===== config.mk =====
export PLATFORM = sky130hd
export DESIGN_NAME = bit_serializer
export DESIGN_NICKNAME = d
export VERILOG_FILES = /design/src/rtl/ser_pkg.sv /design/src/rtl/ser_bit_counter.sv /design/src/rtl/bit_serializer.sv
export SDC_FILE = /design/constraint.sdc
export NUM_CORES = 1
export LEC_CHECK = 0
export BUFFER_PORTS_ARGS = -buffer_cell sky130_fd_sc_hd__buf_4
export CAP_MARGIN = 15
export CORE_MARGIN = 2
export CORE_UTILIZATION = 45
export CTS_BUF_LIST = sky130_fd_sc_hd__clkbuf_8
export DETAILED_ROUTE_END_ITERATION = 10
export PLACE_DENSITY = 0.72
export SLEW_MARGIN = 20
export SYNTH_ARGS = -nofsm -noshare
export SYNTH_HDL_FRONTEND = slang
export SYNTH_SLANG_ARGS = --single-unit

===== constraint.sdc =====
create_clock -name clk -period 1.2 [get_ports clk]
set_input_delay 0.12 -clock clk [delete_from_list [all_inputs] [get_ports clk]]
set_output_delay 0.12 -clock clk [all_outputs]
set_load 0.01 [all_outputs]

===== src/rtl/ser_pkg.sv =====
// Shared types and sizing helpers for the bit serializer.
// Optional build macro: SER_PARITY_EN appends one even-parity bit to every word.
package ser_pkg;

    // Serializer control states.
    typedef enum logic {
        IDLE  = 1'b0,
        SHIFT = 1'b1
    } ser_state_e;

`ifdef SER_PARITY_EN
    localparam bit PARITY_EN = 1'b1;
`else
    localparam bit PARITY_EN = 1'b0;
`endif

    // Number of bit slots a single word occupies on the serial line.
    function automatic int ser_len(input int width);
`ifdef SER_PARITY_EN
        return width + 1;
`else
        return width;
`endif
    endfunction

    // Width of the bit counter needed to index every slot of a word.
    function automatic int ser_cnt_w(input int width);
        return $clog2(ser_len(width));
    endfunction

    localparam int DEFAULT_WIDTH = 8;
    localparam int DEFAULT_CNT_W = ser_cnt_w(DEFAULT_WIDTH);

endpackage


===== src/rtl/ser_bit_counter.sv =====
// Bit-slot counter for the serializer: clears on load, counts up by one per
// increment and saturates at LEN-1, flagging the terminal (last) slot.
module ser_bit_counter #(
    parameter int LEN = 8,
    parameter int CW  = $clog2(LEN)
) (
    input  logic          clk,
    input  logic          rst_n,
    input  logic          load_i,
    input  logic          inc_i,
    output logic [CW-1:0] cnt_o,
    output logic          tc_o
);

    localparam logic [CW-1:0] LAST = CW'(LEN - 1);

    logic [CW-1:0] cnt_q;
    logic [CW-1:0] cnt_d;

    // Next count: load wins over increment; never advance past the last slot.
    always_comb begin
        cnt_d = cnt_q;
        if (load_i) begin
            cnt_d = '0;
        end else if (inc_i && (cnt_q != LAST)) begin
            cnt_d = cnt_q + CW'(1);
        end
    end

    // Count register with synchronous active-low reset.
    always_ff @(posedge clk) begin
        if (!rst_n) begin
            cnt_q <= '0;
        end else begin
            cnt_q <= cnt_d;
        end
    end

    assign cnt_o = cnt_q;
    assign tc_o  = (cnt_q == LAST);

endmodule


===== src/rtl/bit_serializer.sv =====
// Parallel-to-serial front end: accepts WIDTH-bit words over valid/ready and
// shifts them out one bit per clock, gapless when words arrive back to back.
// Optional build macro: SER_PARITY_EN appends an even-parity bit per word.
//
// Handshake: a word is taken at a posedge when in_valid && in_ready. in_ready
// is combinational, high in IDLE or while the last slot of the current word is
// on bit_out, and forced low while rst_n is low. The source must hold in_valid
// and data_in stable until the word is taken.
module bit_serializer
    import ser_pkg::*;
#(
    parameter int WIDTH      = 8,
    parameter bit MSB_FIRST  = 1'b1,
    parameter bit IDLE_LEVEL = 1'b0
) (
    input  logic             clk,
    input  logic             rst_n,
    input  logic [WIDTH-1:0] data_in,
    input  logic             in_valid,
    output logic             in_ready,
    output logic             bit_out,
    output logic             bit_valid,
    output logic             word_done
);

    localparam int LEN = ser_len(WIDTH);
    localparam int CW  = ser_cnt_w(WIDTH);

    ser_state_e       state_q, state_d;
    logic [WIDTH-1:0] shreg_q, shreg_d;
    logic             bit_q, bit_d;
    logic             valid_q, valid_d;
    logic             par_bit;

    logic [CW-1:0]    cnt;
    logic             tc;
    logic             cnt_load;
    logic             cnt_inc;
    logic             accept;
    logic             do_load;

`ifdef SER_PARITY_EN
    logic             par_q, par_d;
    assign par_bit = par_q;
`else
    assign par_bit = IDLE_LEVEL;
`endif

    // Bit that leaves the word first, according to the configured order.
    function automatic logic head_bit(input logic [WIDTH-1:0] w);
        return MSB_FIRST ? w[WIDTH-1] : w[0];
    endfunction

    // Word with its head bit consumed, so the next bit becomes the head.
    function automatic logic [WIDTH-1:0] advance(input logic [WIDTH-1:0] w);
        return MSB_FIRST ? {w[WIDTH-2:0], 1'b0} : {1'b0, w[WIDTH-1:1]};
    endfunction

    ser_bit_counter #(
        .LEN (LEN),
        .CW  (CW)
    ) u_cnt (
        .clk    (clk),
        .rst_n  (rst_n),
        .load_i (cnt_load),
        .inc_i  (cnt_inc),
        .cnt_o  (cnt),
        .tc_o   (tc)
    );

    // The counter parks at its last value in IDLE, so gate tc with the state.
    assign in_ready  = rst_n && ((state_q == IDLE) || tc);
    assign accept    = in_valid && in_ready;
    assign word_done = (state_q == SHIFT) && tc;
    assign bit_out   = bit_q;
    assign bit_valid = valid_q;

    // Next-state and datapath control: emit the next slot, reload, or go idle.
    always_comb begin
        state_d  = state_q;
        shreg_d  = shreg_q;
        bit_d    = bit_q;
        valid_d  = valid_q;
        cnt_load = 1'b0;
        cnt_inc  = 1'b0;
        do_load  = 1'b0;
`ifdef SER_PARITY_EN
        par_d    = par_q;
`endif
        case (state_q)
            IDLE: begin
                bit_d   = IDLE_LEVEL;
                valid_d = 1'b0;
                do_load = accept;
            end
            SHIFT: begin
                if (tc) begin
                    if (accept) begin
                        do_load = 1'b1;
                    end else begin
                        state_d = IDLE;
                        bit_d   = IDLE_LEVEL;
                        valid_d = 1'b0;
                    end
                end else begin
                    cnt_inc = 1'b1;
                    valid_d = 1'b1;
                    if (PARITY_EN && (cnt == CW'(WIDTH - 1))) begin
                        // All data bits are out; the parity slot follows.
                        bit_d = par_bit;
                    end else begin
                        bit_d   = head_bit(shreg_q);
                        shreg_d = advance(shreg_q);
                    end
                end
            end
            default: begin
                state_d = IDLE;
                bit_d   = IDLE_LEVEL;
                valid_d = 1'b0;
            end
        endcase

        // A taken word puts its first bit on the line at the same edge.
        if (do_load) begin
            state_d  = SHIFT;
            bit_d    = head_bit(data_in);
            shreg_d  = advance(data_in);
            valid_d  = 1'b1;
            cnt_load = 1'b1;
`ifdef SER_PARITY_EN
            par_d    = ^data_in;
`endif
        end
    end

    // State, shift register and registered line outputs.
    always_ff @(posedge clk) begin
        if (!rst_n) begin
            state_q <= IDLE;
            shreg_q <= '0;
            bit_q   <= IDLE_LEVEL;
            valid_q <= 1'b0;
        end else begin
            state_q <= state_d;
            shreg_q <= shreg_d;
            bit_q   <= bit_d;
            valid_q <= valid_d;
        end
    end

`ifdef SER_PARITY_EN
    // Parity of the word currently being shifted.
    always_ff @(posedge clk) begin
        if (!rst_n) begin
            par_q <= 1'b0;
        end else begin
            par_q <= par_d;
        end
    end
`endif

endmodule

# Word level (Yosys, flattened, before mapping)
# Cells that the tools add are included.
# word_totals
register_bits,13
latch_bits,0
ramBits,0
rom_bits,0
input_bits,11
output_inout_bits,4
elab_cells,39
mem_count,0
# op_classes
n_addsub,1
multipliers,0
div_mod_pow,0
n_lt_le_gt_ge,0
eq_ne,4
shift,0
n_mux,19
n_bitwise,2
n_reduce_logical,8
# ops
operator,count
$mux 8,3
$mux 1,13
$pmux 1 s2,3
$logic_and 1x1->1,4
$ne 4x3->1 const B,1
$add 3x1->3 const B,1
$eq 3x3->1 const B,1
$ne 3x3->1 const B,1
$ne 2x1->1 const B,1
$not 1->1,2
$reduce_and 2->1,1
$reduce_bool 2->1,1
$reduce_or 2->1,1
$logic_or 1x1->1,1

# Logic depth before layout (Yosys ltp)
# Gate-level depths: netlist of run 1.
# logic_depth
ltp_word,9
depth_mapped,7
depth_no_buf,5

# Modules after synthesis
# From an unflattened synthesis of run 1, not the netlist that was laid out.
# hier_totals
cells_unflattened,56
area_unflattened_um2,576.8
# by_module_without_submodules
module,n_inst,cells_per_inst,area_per_inst_um2,seq_area_each_um2
bit_serializer,1,43,431.7,200.2
ser_bit_counter,1,13,145.1,60.1

# Least setup slack after synthesis of run 1
# OpenSTA, ideal clock, no wires.
# synth_path
path_type,reg-to-reg
start,"register u_cnt.cnt_q[0], in the netlist u_cnt.cnt_o[0]"
end,register shreg_q[3]
setup_time_ns,0.118
arrival_time_ns,1.216
t_required_ns,1.082
slack_ns,-0.135
path_stages_with_launch,8
path_buffers,2
synth_period_minus_slack_ns,1.335
cell_sequence,dfxtp_1 ha_1 ha_1 nand2b_1 buf_6 buf_8 o21ai_2 a21oi_2
# synth_via
elab_chain_cells,9
elab_cells_between_ends,11
classes_between,2 x eq/ne; 4 x mux; 5 x reduce/logical
# synth_rtl
element,line,source
"start, declared",ser_bit_counter.sv:17,logic [CW-1:0] cnt_q;
"start signal, assigned",ser_bit_counter.sv:35,cnt_q <= cnt_d;
$eq 3x3->1 (*),ser_bit_counter.sv:40,assign tc_o = (cnt_q == LAST);
$logic_or 1x1->1,bit_serializer.sv:72,assign in_ready = rst_n && ((state_q == IDLE) || tc);
$logic_and 1x1->1,bit_serializer.sv:72,
$logic_and 1x1->1,bit_serializer.sv:73,assign accept = in_valid && in_ready;
$mux 1,bit_serializer.sv:98,if (accept) begin
$mux 1,bit_serializer.sv:97,if (tc) begin
$pmux 1 s2,bit_serializer.sv:90,case (state_q)
$ne 2x1->1 (no source line) / $reduce_bool 2->1 (equally long branches),n/a,
$reduce_and 2->1 (no source line),n/a,
"end signal, assigned",bit_serializer.sv:146,shreg_q <= shreg_d;
"end, declared",bit_serializer.sv:30,"logic [WIDTH-1:0] shreg_q, shreg_d;"
# Every way passes the cells marked *; elsewhere a longest branch is shown, timed or not.
# A chain may end at the register's enable or synchronous reset.

# Worst setup path after layout of run 1
# layout_path
start,"register u_cnt.cnt_q[0], in the netlist u_cnt.cnt_o[0]"
end,output port in_ready
# layout_via
elab_chain_cells,3
# layout_rtl
element,line,source
$eq 3x3->1,ser_bit_counter.sv:40,
$logic_or 1x1->1,bit_serializer.sv:72,
$logic_and 1x1->1,bit_serializer.sv:72,
"end, declared",bit_serializer.sv:20,"output logic in_ready,"
# Every way passes these cells.

==> results.json, run 1 <==
{
  "cp_slowest_cell": "dfxtp_2",
  "synth_nets": 70,
  "grt_pass1_wl_um": 1790,
  "yosysTopAreaCell": "dfxtp_1",
  "drcViolationCount": 0,
  "grt_overflow_total": 0,
  "diodes": 0,
  "synth_top_area_share_pct": 42.4,
  "hpwlAfterDp_um": 724,
  "worst_slew_pin_slew_ns": 0.171,
  "top_usage_layer": "met2",
  "grt_use_met1_pct": 21.5,
  "finalCriticalPeriod_ns": 1.39,
  "cts.clk_slew.worst_paths_ns": 0.05,
  "start_util_pct": 47.7,
  "rows": 13,
  "routedWlPerCell_um": 11.6,
  "slew_viol_final": 0,
  "antenna_found_initial": 0,
  "syn_to_final_growth_pct": 34.5,
  "grtUsageMet2_pct": 26.2,
  "cts_buffer_depth": 2,
  "holdPathEnd": "shreg_q[1]",
  "rr_worst_depth": 6,
  "ant_nets": 0,
  "critPathBufInv": 1,
  "drt-total-wl_um": 1060,
  "cts_root_buf": "clkbuf_8",
  "core_region_area_um2": 1280,
  "die_area_um2": 1670,
  "endpoint_kind": "primary output",
  "finalHoldViolCount": 0,
  "synth_cells": 57,
  "path_delay_family": "flip-flops",
  "r2r_end": "shreg_q[5]",
  "gp_congestion": 0.608,
  "period_share_pct": 116,
  "nets": 90,
  "setup_viol": 12,
  "cp_max_fo": 3,
  "use_met3_pct": 4.89,
  "violations": "setup timing",
  "track_usage_pct": 16.9,
  "ios": 15,
  "syn_area_um2": 613,
  "drive_gt1_share_pct": 50.0,
  "first_iter_violations": 6,
  "die_y_um": 40.9,
  "cts-buffers-inserted": 3,
  "crit_required_ns": 1.08,
  "yosysWarnings": 0,
  "cp_data_arrival_time_ns": 1.27,
  "setup.worst_path.class": "reg -> out",
  "n_fill_cell": 106,
  "avgViaCountPerCell": 4.89,
  "clock-sinks": 13,
  "leakage_uw": 0.000350,
  "path_cells": "ha_4 > ha_4 > nand2b_4 > and2_4 > buf_6",
  "finalPower_uw": 1010,
  "ctsHoldBuffers": 0,
  "ys_seq_elements": 13,
  "cpPeakStageDelay_ns": 0.33,
  "finClkSkew_ns": 0.000725,
  "utilization_pct": 64.2,
  "grt_max_degree": 16,
  "power_density_nw_per_um2": 1220,
  "clock_latency_ns": 0.23,
  "min_path_cells": 3,
  "htree_levels": 1,
  "grt_setup_unrepaired": "yes",
  "pre_cts_slack_ns": -0.0778,
  "hp-class": "in -> reg",
  "die_w_um": 40.9,
  "r2r_setup_slack_ns": -0.10,
  "io_buffers": 14,
  "crit_top_cell": "ha_4",
  "worstHoldStart": "data_in[0]",
  "holdWs_ns": 0.169,
  "grt_pass1_vias": 398,
  "timing.slew.headroom_pct": 88.2,
  "final_cell_mix": "buf_4 (17), dfxtp_1 (11), mux2i_1 (7)",
  "post_synth.cell_area_avg_um2": 10.8,
  "ir_drop_v": 0.000678,
  "drv_cap": 0,
  "firstDrtPassIters": 3,
  "critPathLaunchType": "flip-flop",
  "synth.area.top_cells": "dfxtp_1 (42%), mux2i_1 (11%), a21oi_2 (5.7%)",
  "final_common_cell": "buf_4",
  "status": "finished with violations",
  "r2r-start": "u_cnt.cnt_o[0]",
  "cts_tree": "done",
  "dr_total_vias": 445,
  "synth_cell_types": 23,
  "fmax_ghz": 0.720,
  "ys_seq_area_share_pct": 42.4,
  "layout_setup_ws_ns": -0.189
}
-- state kept, by name, summed over array words and instances (netlist names) --
| register | count |
|---|---|
| bit_valid | 1 |
| state_q | 1 |
| shreg_q | 7 |
| u_cnt.cnt_o | 3 |
| bit_out | 1 |
-- power breakdown --
| group | switching [uW] | leakage, uW | total, uW | internal (uW) |
|---|---|---|---|---|
| Sequential | 18.8 | 0.000108 | 481 | 462 |
| Clock | 142 | 0.0000269 | 367 | 225 |
| Combinational | 70.4 | 0.000215 | 161 | 90.3 |
-- worst max path at each step --
stage                              start    endpoint  cells past startpoint
after floorplan           u_cnt.cnt_o[1]  shreg_q[3]                      7
after global placement    u_cnt.cnt_o[1]    in_ready                      5
after detailed placement  u_cnt.cnt_o[1]    in_ready                      5
after CTS                 u_cnt.cnt_o[0]    in_ready                      5
after global routing      u_cnt.cnt_o[0]    in_ready                      5
final                     u_cnt.cnt_o[0]    in_ready                      5
-- kinds of logic after synthesis --
kind of cell | after synthesis | synth area share (%)
AO/OA/AOI/OAI | 18 | 22.0
AND/OR/NAND/NOR | 13 | 13.1
flip-flops | 13 | 42.4
multiplexers | 7 | 11.4
buffers and inverters | 4 | 6.94
adder cells (fa/ha/maj) | 2 | 4.08
-- per-stage QoR --
step	std cells	TNS, ns	area (um^2)
finish	91	-0.995	825
global route	91	-1.71	825
CTS	91	-1.00	825
detailed placement	86	-0.191	764
global placement	86	-0.131	764
floorplan	57	-0.302	653
-- Yosys cell counts --
cell / number
a21boi_1: 3
a21oi_1: 2
a21oi_2: 4
and2_1: 1
and2_4: 1
and2b_4: 1
buf_2: 1
buf_6: 2
buf_8: 1
dfxtp_1: 13
ha_1: 2
mux2i_1: 7
nand2_1: 3
nand2b_1: 1
nand3_1: 1
nand3b_1: 2
nor2_1: 1
nor2b_1: 1
nor3b_1: 1
o21a_1: 3
o21ai_0: 1
o21ai_1: 1
o21ai_2: 4
-- cell type report --
class                           count  area (um^2)  share of cell area [%]
Multi-Input combinational cell     40          348                    42.2
Sequential cell                    13          263                    31.9
Timing Repair Buffer               19          150                    18.2
Clock buffer                        3         41.3                    5.01
Tap cell                           15         18.8                    2.28
Clock inverter                      1         3.75                   0.455
-- routing by layer --
layer,vias up,routed length [um]
li1,242,-
met1,195,483
met2,6,532
met3,2,32
met4,0,6
met5,-,0
-- tightest hold or removal path: stages --
cell and delay [ns]:
buf_4 0.08, mux2i_1 0.06, nor2b_1 0.11
-- repair_timing --
item,CTS,global route
hold endpoints to repair,0,0
gates resized for setup,2,1
pin swaps,2,0
cloned,0,0
setup buffers,1,0
endpoints found under the setup margin,8,12
(Power assumes the default switching activity.)
==> inputs of run 2 (changes only) <==
- GPL_TIMING_DRIVEN: not set -> 0
==> run 2 against run 1 <==
Net effect: via count increased by 2.2%; worst hold slack got worse by 0.031 ns; combinational power rose by 14%; non-clock buffer count increased by 2; the run still ends with setup timing left; power grew 3.5%; global-route usage is 0.70 points lower; largest cell class unchanged; critical endpoint unchanged; core utilization up 5.3 points; sequential power barely moved.
==> results.json, run 2 (synthesis results as in run 1) <==
{
  "status": "finished with violations",
  "violations": "setup timing",
  "firstDrtPassIters": 1,
  "ir_drop_v": 0.000869,
  "clock_power_share_pct": 36.1,
  "fmax_ghz": 0.718,
  "first_iter_violations": 0,
  "cts.clk_slew.worst_paths_ns": 0.06,
  "cts_buffer_depth": 2,
  "timing.slew.headroom_pct": 82.8,
  "ios": 15,
  "clock_latency_ns": 0.24,
  "drcViolationCount": 0,
  "layout_setup_ws_ns": -0.192,
  "cts_root_buf": "clkbuf_8",
  "diodes": 0,
  "io_buffers": 14,
  "clock-sinks": 13,
  "die_area_um2": 1670,
  "finalHoldViolCount": 0,
  "utilization_pct": 69.4,
  "dr_total_vias": 455,
  "track_usage_pct": 16.2,
  "p_sw_share_pct": 24.1,
  "r2r-start": "u_cnt.cnt_o[1]",
  "worstHoldStart": "rst_n",
  "grt_max_degree": 11,
  "cellInternalPower_uw": 792,
  "final_common_cell": "buf_4",
  "pre_cts_slack_ns": -0.130,
  "die_w_um": 40.9,
  "p_comb_share_pct": 17.6,
  "grt_setup_unrepaired": "yes",
  "worst_slew_pin_slew_ns": 0.258,
  "avgViaCountPerCell": 4.89,
  "grt_overflow_total": 0,
  "drv_cap": 0,
  "cts_tree": "done",
  "switchingPower_uw": 252,
  "syn_to_final_growth_pct": 45.5,
  "slew_viol_final": 0,
  "power_density_nw_per_um2": 1170,
  "htree_levels": 1,
  "antenna_found_initial": 0,
  "die_y_um": 40.9,
  "ant_nets": 0,
  "hp-class": "in -> reg",
  "cp_data_arrival_time_ns": 1.27,
  "cp_max_fo": 2,
  "rows": 13,
  "period_share_pct": 116,
  "hpwlAfterDp_um": 739,
  "rr_worst_depth": 7,
  "holdPathEnd": "u_cnt.cnt_o[2]",
  "routedWlPerCell_um": 12.1,
  "critPathLaunchType": "flip-flop",
  "tns_ns": -1.81,
  "setup_viol": 14,
  "min_path_cells": 2,
  "start_util_pct": 47.7,
  "largest_reg_flops": 7,
  "final_cell_mix": "buf_4 (15), dfxtp_1 (11), mux2i_1 (7)",
  "r2r_setup_slack_ns": -0.19,
  "drt-total-wl_um": 1130,
  "crit_required_ns": 1.08,
  "endpoint_kind": "primary output",
  "core_region_area_um2": 1280,
  "p_seq_share_pct": 46.3,
  "finalCriticalPeriod_ns": 1.39,
  "top_register": "shreg_q",
  "r2r_end": "shreg_q[3]",
  "ctsHoldBuffers": 0,
  "drive_gt1_share_pct": 59.0,
  "cts-buffers-inserted": 3,
  "leakage_uw": 0.000373,
  "setup.worst_path.class": "reg -> out",
  "grt_pass1_wl_um": 1660,
  "gp_congestion": 0.667,
  "finClkSkew_ns": 0.00398,
  "nets": 92,
  "grt_pass1_vias": 391
}
==> run 2: through the flow <==
step	cells	cell area (um^2)	hold WS [ns]	power, uW
2_1_floorplan	57	653	0.271	596
3_3_place_gp	86	777	0.382	649
3_5_place_dp	86	777	0.398	651
4_1_cts	92	847	0.145	1040
5_1_grt	93	892	0.152	1100
6_report	93	892	0.138	1040
==> run 2: area by class of cell <==
type	instances	area, um^2
fillers	110	393
multi-input cells	40	383
flip-flops and latches	13	263
repair buffers	18	146
clock buffers	3	41.3
plain buffers	3	36.3
well taps	15	18.8
clock inverters	1	3.75
==> run 2: worst max path at each step <==
stage	slack, ns	endpoint	cells past startpoint	startpoint
finish	-0.19	in_ready	5	u_cnt.cnt_o[1]
global route	-0.23	shreg_q[3]	7	u_cnt.cnt_o[0]
CTS	-0.21	in_ready	5	u_cnt.cnt_o[0]
detailed placement	-0.13	shreg_q[3]	7	u_cnt.cnt_o[0]
global placement	-0.13	shreg_q[3]	7	u_cnt.cnt_o[0]
floorplan	-0.08	shreg_q[3]	7	u_cnt.cnt_o[1]
==> run 2: metal layers <==
| layer | global-route usage (%) | vias to the layer above | share of wire, % |
|---|---|---|---|
| met3 | 9.78 | 0 | 4.4 |
| met2 | 23.8 | 8 | 51 |
| li1 | - | 245 | - |
| met5 | 0 | - | 0 |
| met1 | 19.5 | 202 | 44 |
| met4 | 5.00 | 0 | 0 |
==> run 2: critical path, stage by stage (launching register included) <==
cell	delay, ns
dfxtp_2	0.33
ha_4	0.16
ha_4	0.15
nand2b_4	0.14
and2_4	0.14
buf_6	0.11
==> run 2: what timing repair did <==
action,CTS,global route
setup buffers,3,1
pin swaps,2,3
hold endpoints to repair,0,0
gates resized for setup,4,9
endpoints found under the setup margin,10,14
==> run 2: power by group through the flow <==
stage          Combinational (uW)  Clock, uW  Sequential [uW]
2_1_floorplan                 107          0              489
3_3_place_gp                  160          0              489
3_5_place_dp                  161          0              490
4_1_cts                       168        392              481
5_1_grt                       201        410              488
6_report                      184        377              484
